## config.mk

```make
export PLATFORM = sky130hd
export DESIGN_NAME = abr_slice_serializer
export DESIGN_NICKNAME = d
export VERILOG_FILES = /design/src/rtl/abr_slice_ser_pkg.sv /design/src/rtl/abr_prim_slicer.sv /design/src/rtl/abr_slice_serializer.sv
export SDC_FILE = /design/constraint.sdc
export NUM_CORES = 1
export LEC_CHECK = 0
export ABC_AREA = 1
export CAP_MARGIN = 30
export CORE_MARGIN = 4
export CORE_UTILIZATION = 40
export DETAILED_ROUTE_END_ITERATION = 8
export GPL_TIMING_DRIVEN = 1
export HOLD_SLACK_MARGIN = 0.03
export PLACE_DENSITY = 0.68
export SYNTH_ARGS = -nofsm -noshare
export SYNTH_HDL_FRONTEND = slang
export SYNTH_SLANG_ARGS = --single-unit
```

## constraint.sdc

```tcl
create_clock -name clk_i -period 1.9 [get_ports clk_i]
set_clock_uncertainty 0.1 [all_clocks]
set_input_delay 0.38 -clock clk_i [delete_from_list [all_inputs] [get_ports clk_i]]
set_output_delay 0.38 -clock clk_i [all_outputs]
set_load 0.02 [all_outputs]
```

## src/rtl/abr_slice_ser_pkg.sv

```systemverilog
// Shared types and helpers for the slice serializer.
package abr_slice_ser_pkg;

  typedef enum logic {
    SerIdle = 1'b0,
    SerSend = 1'b1
  } slice_ser_state_e;

  function automatic int unsigned calc_num_slices(int unsigned in_w, int unsigned out_w);
    return (in_w + out_w - 1) / out_w;
  endfunction

endpackage

```

## src/rtl/abr_prim_slicer.sv

```systemverilog
// Generic slicer: picks OutW-bit slice sel_i of data_i; slices past the top of
// the word (and the top fractional slice) are zero-filled.
module abr_prim_slicer #(
  parameter int unsigned InW    = 64,
  parameter int unsigned OutW   = 8,
  parameter int unsigned IndexW = 4
) (
  input  logic [IndexW-1:0] sel_i,
  input  logic [InW-1:0]    data_i,
  output logic [OutW-1:0]   data_o
);

  localparam int unsigned NumLanes = 2**IndexW;
  localparam int unsigned PadW     = NumLanes * OutW;

  logic [NumLanes-1:0][OutW-1:0] lanes;

  assign lanes  = PadW'(data_i);
  assign data_o = lanes[sel_i];

endmodule

```

## src/rtl/abr_slice_serializer.sv

```systemverilog
// Serializes an InW-bit word into OutW-bit slices with per-word slice count and
// last-word framing. Define ABR_SLICE_SER_ZEROIZE_EN to add the zeroize_i clear.
module abr_slice_serializer
  import abr_slice_ser_pkg::*;
#(
  parameter int unsigned InW    = 64,
  parameter int unsigned OutW   = 8,
  parameter int unsigned IndexW = 4
) (
  input  logic              clk_i,
  input  logic              rst_ni,
  input  logic              in_valid_i,
  output logic              in_ready_o,
  input  logic [InW-1:0]    in_data_i,
  input  logic [IndexW:0]   in_nslices_i,
  input  logic              in_last_i,
  output logic              out_valid_o,
  input  logic              out_ready_i,
  output logic [OutW-1:0]   out_data_o,
  output logic              out_last_o,
`ifdef ABR_SLICE_SER_ZEROIZE_EN
  input  logic              zeroize_i,
`endif
  output logic              busy_o
);

  localparam int unsigned   NumSlices = calc_num_slices(InW, OutW);
  localparam int unsigned   CntW      = IndexW + 1;
  localparam logic [IndexW:0]   NumSlicesC = CntW'(NumSlices);
  localparam logic [IndexW:0]   CntOne     = CntW'(1);
  localparam logic [IndexW-1:0] IdxOne     = IndexW'(1);

  if (InW > OutW * (2**IndexW)) begin : g_bad_params
    $error("abr_slice_serializer: InW must not exceed OutW*2**IndexW");
  end

  slice_ser_state_e  state_q, state_d;
  logic [InW-1:0]    data_q, data_d;
  logic [IndexW-1:0] idx_q, idx_d;
  logic [IndexW:0]   n_q, n_d;
  logic              last_q, last_d;

  logic [IndexW:0]   n_clamped;
  logic              is_final;
  logic              load;

  assign n_clamped = (in_nslices_i == '0 || in_nslices_i > NumSlicesC) ? NumSlicesC : in_nslices_i;
  assign is_final  = ({1'b0, idx_q} == (n_q - CntOne));

  always_comb begin
    state_d     = state_q;
    data_d      = data_q;
    idx_d       = idx_q;
    n_d         = n_q;
    last_d      = last_q;
    in_ready_o  = 1'b0;
    out_valid_o = 1'b0;
    load        = 1'b0;

    case (state_q)
      SerIdle: in_ready_o = 1'b1;
      SerSend: begin
        out_valid_o = 1'b1;
        // Ready only on the final slice so the next word lands with no bubble.
        in_ready_o  = is_final & out_ready_i;
        if (out_ready_i) begin
          if (!is_final) idx_d = idx_q + IdxOne;
          else           state_d = SerIdle;
        end
      end
      default: state_d = SerIdle;
    endcase

    load = in_valid_i & in_ready_o;
    if (load) begin
      state_d = SerSend;
      data_d  = in_data_i;
      n_d     = n_clamped;
      last_d  = in_last_i;
      idx_d   = '0;
    end

`ifdef ABR_SLICE_SER_ZEROIZE_EN
    if (zeroize_i) begin
      state_d    = SerIdle;
      data_d     = '0;
      idx_d      = '0;
      n_d        = '0;
      last_d     = 1'b0;
      in_ready_o = 1'b0;
    end
`endif
  end

  always_ff @(posedge clk_i or negedge rst_ni) begin
    if (!rst_ni) begin
      state_q <= SerIdle;
      data_q  <= '0;
      idx_q   <= '0;
      n_q     <= '0;
      last_q  <= 1'b0;
    end else begin
      state_q <= state_d;
      data_q  <= data_d;
      idx_q   <= idx_d;
      n_q     <= n_d;
      last_q  <= last_d;
    end
  end

  abr_prim_slicer #(
    .InW   (InW),
    .OutW  (OutW),
    .IndexW(IndexW)
  ) u_slicer (
    .sel_i (idx_q),
    .data_i(data_q),
    .data_o(out_data_o)
  );

  assign out_last_o = last_q & is_final & out_valid_o;
  assign busy_o     = (state_q == SerSend);

endmodule
```

==> results.toml, run 1 <==
[synth]
synth_nets = 551
synth_top_area_share_pct = 51.3
synth_warnings = 0
synth_cells = 475
synth_top_area_cell = "dfrtp_1"
synthXorXnorAreaFrac_pct = 0.478
syn_area_um2 = 3660
synth_top_family_by_area = "simple AND/OR/NAND/NOR gates"
synth_seq_area_share_pct = 51.3
ys_seq_elements = 75
syn_avg_cell_area_um2 = 7.71
ys_types = 23
synthAdderAreaFrac_pct = 0.684
synth_compound_area_share_pct = 16.1
synthSimpleGateAreaFrac_pct = 21.8
synthTopCellsByArea = "dfrtp_1 51%, nand2_1 18%, o21ai_0 5.3%, inv_1 4.8%, a21oi_1 4.6%"
muxShareOfSynthArea_pct = 0

[placement]
numPortBuffers = 85
pre_cts_slack_ns = -0.514
routabilityCongestion = 0.824
post-dp-hpwl_um = 7260

[floorplan]
die_area_um2 = 10700
coreArea_um2 = 8810
die_h_um = 104
start_util_pct = 41.6
die_w_um = 104
num_rows = 34
io_pins = 86

[sta]
setup_slack_ns = -0.439
holdWs_ns = 0.385
post-route-period-util_pct = 123
finalWorstPathRequiredPeriod_ns = 2.34
maxSlewHeadroom_pct = 69.5
slew_violations = 0
worst_pin_slew_ns = 0.458
setup_viol = 84
fmax_ghz = 0.427
hold_viol = 0
setup_tns_ns = -26.56
grt_setup_unrepaired = "yes"

[global_route]
grt_start_max_net_pins = 35
grt_usage_pct = 21.9
grt-ovfl-total = 0
first_global_vias = 3767
grt_pass1_wl_um = 19100
grt_antenna_before_repair = 0

[route]
num_vias = 3865
wl_um = 13300
wl_per_cell_um = 17.8
drc_errors = 0
dr.first_iter.drc_count = 170
postRouteAntennaNets = 0
route.met3.wl_um = 759
top_layer_used = "met4"
vias_per_cell = 5.18
wirelength_met1_um = 5450
drt_pass1_iterations = 4
met2_length_um = 6770

[pwr]
p_total_mw = 5.07
power.density_nw_per_um2 = 754
ir_drop_v = 0.000474
p_leak_nw = 3.39

[setup_path]
critPathLaunchType = "register"
path_max_fanout = 17
cp.arrival_ns = 1.86
endpoint_kind = "output port"
crit_type = "register to output port"
cp_data_required_time_ns = 1.42

[final_layout]
post-route-util_pct = 76.3
antennaDiodeCount = 0
syn_to_final_growth_pct = 83.5
drive_above_1_share_pct = 45.8
fin_nets = 709

[clock_network]
cts.path.max_buffers = 2
clock-sinks = 75
cts_tree = "done"
worstSkewPairLatency_ns = 0.34
h-tree-depth = 3
path_clk_slew_ns = 0.08
cts_root_buffer = "clkbuf_8"
cts_buffers = 9

[min_path]
holdCritPathClass = "register to register"

[flow_run]
maxCapViolations = 0

[outcome]
violations = "setup timing"
status = "finished, violations left"
state kept, by name, indices dropped and copies added, names as in the netlist:
signal,count
data_q,64
n_q,5
idx_q,4
busy_o,1
last_q,1
timing repair:
item,CTS,global route
setup buffers,17,8
gates resized for setup,124,227
pin swaps,9,42
cloned,13,4
endpoints found under the setup margin,84,86
hold endpoints to repair,31,0
hold buffers,1,0
final timing paths:
check / from / endpoint / slack, ns / cells after the start
max: idx_q[0]$_DFFE_PN0P_ / in_ready_o / -0.44 / 11
min: data_q[29]$_DFFE_PN0P_ / data_q[29]$_DFFE_PN0P_ / 0.38 / 2
max reg2reg: idx_q[0]$_DFFE_PN0P_ / data_q[63]$_DFFE_PN0P_ / -0.37 / 16
min reg2reg: data_q[29]$_DFFE_PN0P_ / data_q[29]$_DFFE_PN0P_ / 0.38 / 2
max in group asynchronous: rst_ni / data_q[4]$_DFFE_PN0P_ / 0.73 / 3
min in group asynchronous: rst_ni / data_q[45]$_DFFE_PN0P_ / 0.43 / 2
Yosys cell counts (all sizes together):
cell    instances
o21ai          72
clkbuf         11
nor3            1
nand2         178
buf            15
nor2           11
clkinv          1
a21oi          34
ha              2
o21bai          1
a31oi           8
nand3          14
dfrtp          75
xor2            2
inv            50
where the power goes:
group	total [mW]	switching, mW	leakage, nW	internal, mW
registers	1.68	0.0491	0.858	1.63
logic	2.16	1.19	2.42	0.967
clock network	1.23	0.600	0.106	0.632
total	5.07	1.84	3.39	3.23
stage by stage:
stage | cell area, um2 | std cells
after floorplan | 3710 | 475
after global placement | 4990 | 693
after detailed placement | 4990 | 693
after CTS | 5830 | 738
after global routing | 6720 | 746
final | 6720 | 746
cell type report:
type	instances	area [um2]
clock buffer	10	138
timing repair buffer	173	2040
multi-input combinational	323	2270
inverter	51	201
tap	108	135
clock inverter	6	55.1
sequential	75	1880
fill	569	2090
critical path, cell delays in order (launching register included):
cell	delay, ns
dfrtp_2	0.43
buf_6	0.13
buf_16	0.16
nor2_2	0.04
nor2_1	0.10
nand3_1	0.08
nor2_1	0.10
nand2_1	0.09
nand2_2	0.10
nand2_2	0.08
inv_2	0.07
buf_6	0.11
cell usage in the layout (no fill, tap or decap), types with 2 or more instances in the layout:
master / Yosys / final
dlymetal6s2s_1: 0 / 2
nand2_4: 0 / 50
nor2_2: 0 / 3
buf_4: 8 / 52
a21oi_2: 0 / 12
buf_16: 0 / 12
xor2_1: 2 / 2
nor2_1: 11 / 7
dfrtp_1: 75 / 74
nand2_1: 177 / 81
o21ai_0: 39 / 8
a21oi_4: 0 / 2
clkinv_2: 0 / 5
buf_12: 0 / 14
buf_8: 0 / 2
o21ai_1: 33 / 25
inv_1: 47 / 41
nand3_1: 13 / 10
a21oi_1: 34 / 20
o21ai_2: 0 / 38
a31oi_4: 0 / 2
clkbuf_16: 0 / 4
clkdlybuf4s50_1: 0 / 72
clkbuf_8: 0 / 10
a31oi_2: 0 / 6
buf_6: 4 / 14
inv_2: 2 / 8
nand3_2: 0 / 3
nand2_2: 1 / 46
per-layer routing:
metal | vias to the layer above | GRT usage [%]
met3 | 30 | 5.10
li1 | 1831 | -
met5 | - | 0
met1 | 1868 | 28.5
met4 | 0 | 7.69
met2 | 136 | 35.9
cell families (layout without fill, tap and decap cells):
logic type                 count (synthesis)  count (layout)
AOI/OAI and AO/OA                        115             115
xor gates and xnor gates                   2               2
DFF                                       75              75
buffers and inverters                     77             240
adders and majority gates                  2               2
and+or+nand+nor                          204             204
(Power assumes the default switching activity.)
==> run 2, diff against run 1 <==
MAX_ROUTING_LAYER = met4   (was not set)
==> results.toml, run 2 (synthesis gave the netlist of run 1 again) <==
[sta]
maxSlewHeadroom_pct = 69.5
hold_viol = 0
finalWorstPathRequiredPeriod_ns = 2.33
holdWs_ns = 0.388
fmax_ghz = 0.428
worst_pin_slew_ns = 0.457
grt_setup_unrepaired = "yes"
setup_viol = 84
setup_tns_ns = -25.83
post-route-period-util_pct = 123
slew_violations = 0
setup_slack_ns = -0.434

[final_layout]
antennaDiodeCount = 0
final_cell_mix = "80 x nand2_1, 73 x dfrtp_1, 72 x clkdlybuf4s50_1"
finalInstanceArea_um2 = 6780
stdcell_count = 746
largest_reg_flops = 64
final_common_cell = "nand2_1"
fin_nets = 709
top_regs = "data_q (64), n_q (5), idx_q (4)"
fill_cells = 537
regMostFlops = "data_q"
drive_above_1_share_pct = 46.6
syn_to_final_growth_pct = 85.2

[clock_network]
cts.path.max_buffers = 2
cts_buffers = 9
cts_root_buffer = "clkbuf_8"
path_clk_slew_ns = 0.08
clock-sinks = 75
worstSkewPairLatency_ns = 0.35
cts_tree = "done"
h-tree-depth = 3

[outcome]
violations = "setup timing"
status = "finished, violations left"

[route]
drt_pass1_iterations = 5
dr.first_iter.drc_count = 206
wl_per_cell_um = 18.3
drc_errors = 0
wl_um = 13700
postRouteAntennaNets = 0
vias_per_cell = 5.30
num_vias = 3955

[global_route]
first_global_vias = 3767
grt_antenna_before_repair = 0
grt_usage_pct = 22.5
grt_pass1_wl_um = 19000
grt-ovfl-total = 0
grt_start_max_net_pins = 35

[floorplan]
die_w_um = 104
coreArea_um2 = 8810
io_pins = 86
start_util_pct = 41.6
die_h_um = 104
num_rows = 34
die_area_um2 = 10700

[pwr]
power.density_nw_per_um2 = 764
p_total_mw = 5.18
ir_drop_v = 0.000558
p_leak_nw = 3.39

[setup_path]
endpoint_kind = "output port"
cp.arrival_ns = 1.85
path_max_fanout = 17
critPathSlowestCell = "dfrtp_2"
crit_chain = "buf_6 -> buf_16 -> nor2_2 -> nor2_1 -> nand3_1 -> nor2_1 -> nand2_1 -> nand2_2 -> nand2_2 -> inv_2 -> buf_6"
crit_type = "register to output port"
critPathLaunchType = "register"
cp_data_required_time_ns = 1.42
critical_path.max_stage_delay_ns = 0.43

[placement]
place_area_um2 = 4990
numPortBuffers = 85
routabilityCongestion = 0.836
dp.cells = 693
post-dp-hpwl_um = 7260

[min_path]
holdCritPathClass = "register to register"

[flow_run]
maxCapViolations = 0
-- run 2: cell count changes in the layout (fill, tap and decap cells not counted), moves of 2 or more --
cell,change
o21ai_0,-3
a21oi_1,-2
a21oi_4,+2
o21ai_1,+2
o21ai_4,+2
-- run 2: where the power goes --
group / internal [mW] / switching [mW]
clock network: 0.631 / 0.590
registers: 1.63 / 0.0558
logic: 1.02 / 1.26
total: 3.28 / 1.90
-- run 2: metal layers --
layer	wire length [um]	vias to the layer above	part of all wire (%)	GRT usage, %
met5	0	-	0	-
met4	380	0	2.8	7.69
met3	843	38	6.2	4.79
met2	6970	193	51	35.9
met1	5460	1893	40	28.8
li1	-	1831	-	-
-- run 2: area by class of cell --
| class | instances | area, um2 | share of cell area [%] |
|---|---|---|---|
| Clock buffer | 10 | 138 | 2.03 |
| Timing Repair Buffer | 173 | 2060 | 30.4 |
| Sequential cell | 75 | 1880 | 27.7 |
| Tap cell | 108 | 135 | 1.99 |
| Clock inverter | 6 | 55.1 | 0.812 |
| Multi-Input combinational cell | 323 | 2310 | 34.1 |
| Inverter | 51 | 204 | 3.01 |
-- run 2: through the flow --
stage | setup slack [ns] | utilization [%]
global placement | -0.439 | 56.7
CTS | -0.337 | 66.2
finish | -0.434 | 77.0
detailed placement | -0.514 | 56.7
floorplan | -0.0382 | -
global route | -0.523 | 77.0
-- run 2: repair_timing --
item,4_1_cts,5_1_grt
gates resized for setup,124,242
setup endpoints to repair,84,86
buffers inserted,17,7
pin swaps,9,44
hold endpoints to repair,31,0
hold buffers,1,0
gates cloned,13,5
-- run 2: final timing paths --
kind	slack, ns	endpoint	start	cells past startpoint
worst min register to register	0.39	last_q$_DFFE_PN0P_	last_q$_DFFE_PN0P_	2
worst max register to register	-0.36	data_q[39]$_DFFE_PN0P_	idx_q[0]$_DFFE_PN0P_	15
worst min-delay path	0.39	last_q$_DFFE_PN0P_	last_q$_DFFE_PN0P_	2
min in group asynchronous	0.42	data_q[45]$_DFFE_PN0P_	rst_ni	2
worst max-delay path	-0.43	in_ready_o	idx_q[0]$_DFFE_PN0P_	11
max in group asynchronous	0.73	data_q[4]$_DFFE_PN0P_	rst_ni	3
-- run 2: critical path: cells and delay by family (launching register included) --
kind          cells  cell delay (ns)
simple gates      7             0.59
buf+inv           4             0.48
flops             1             0.43
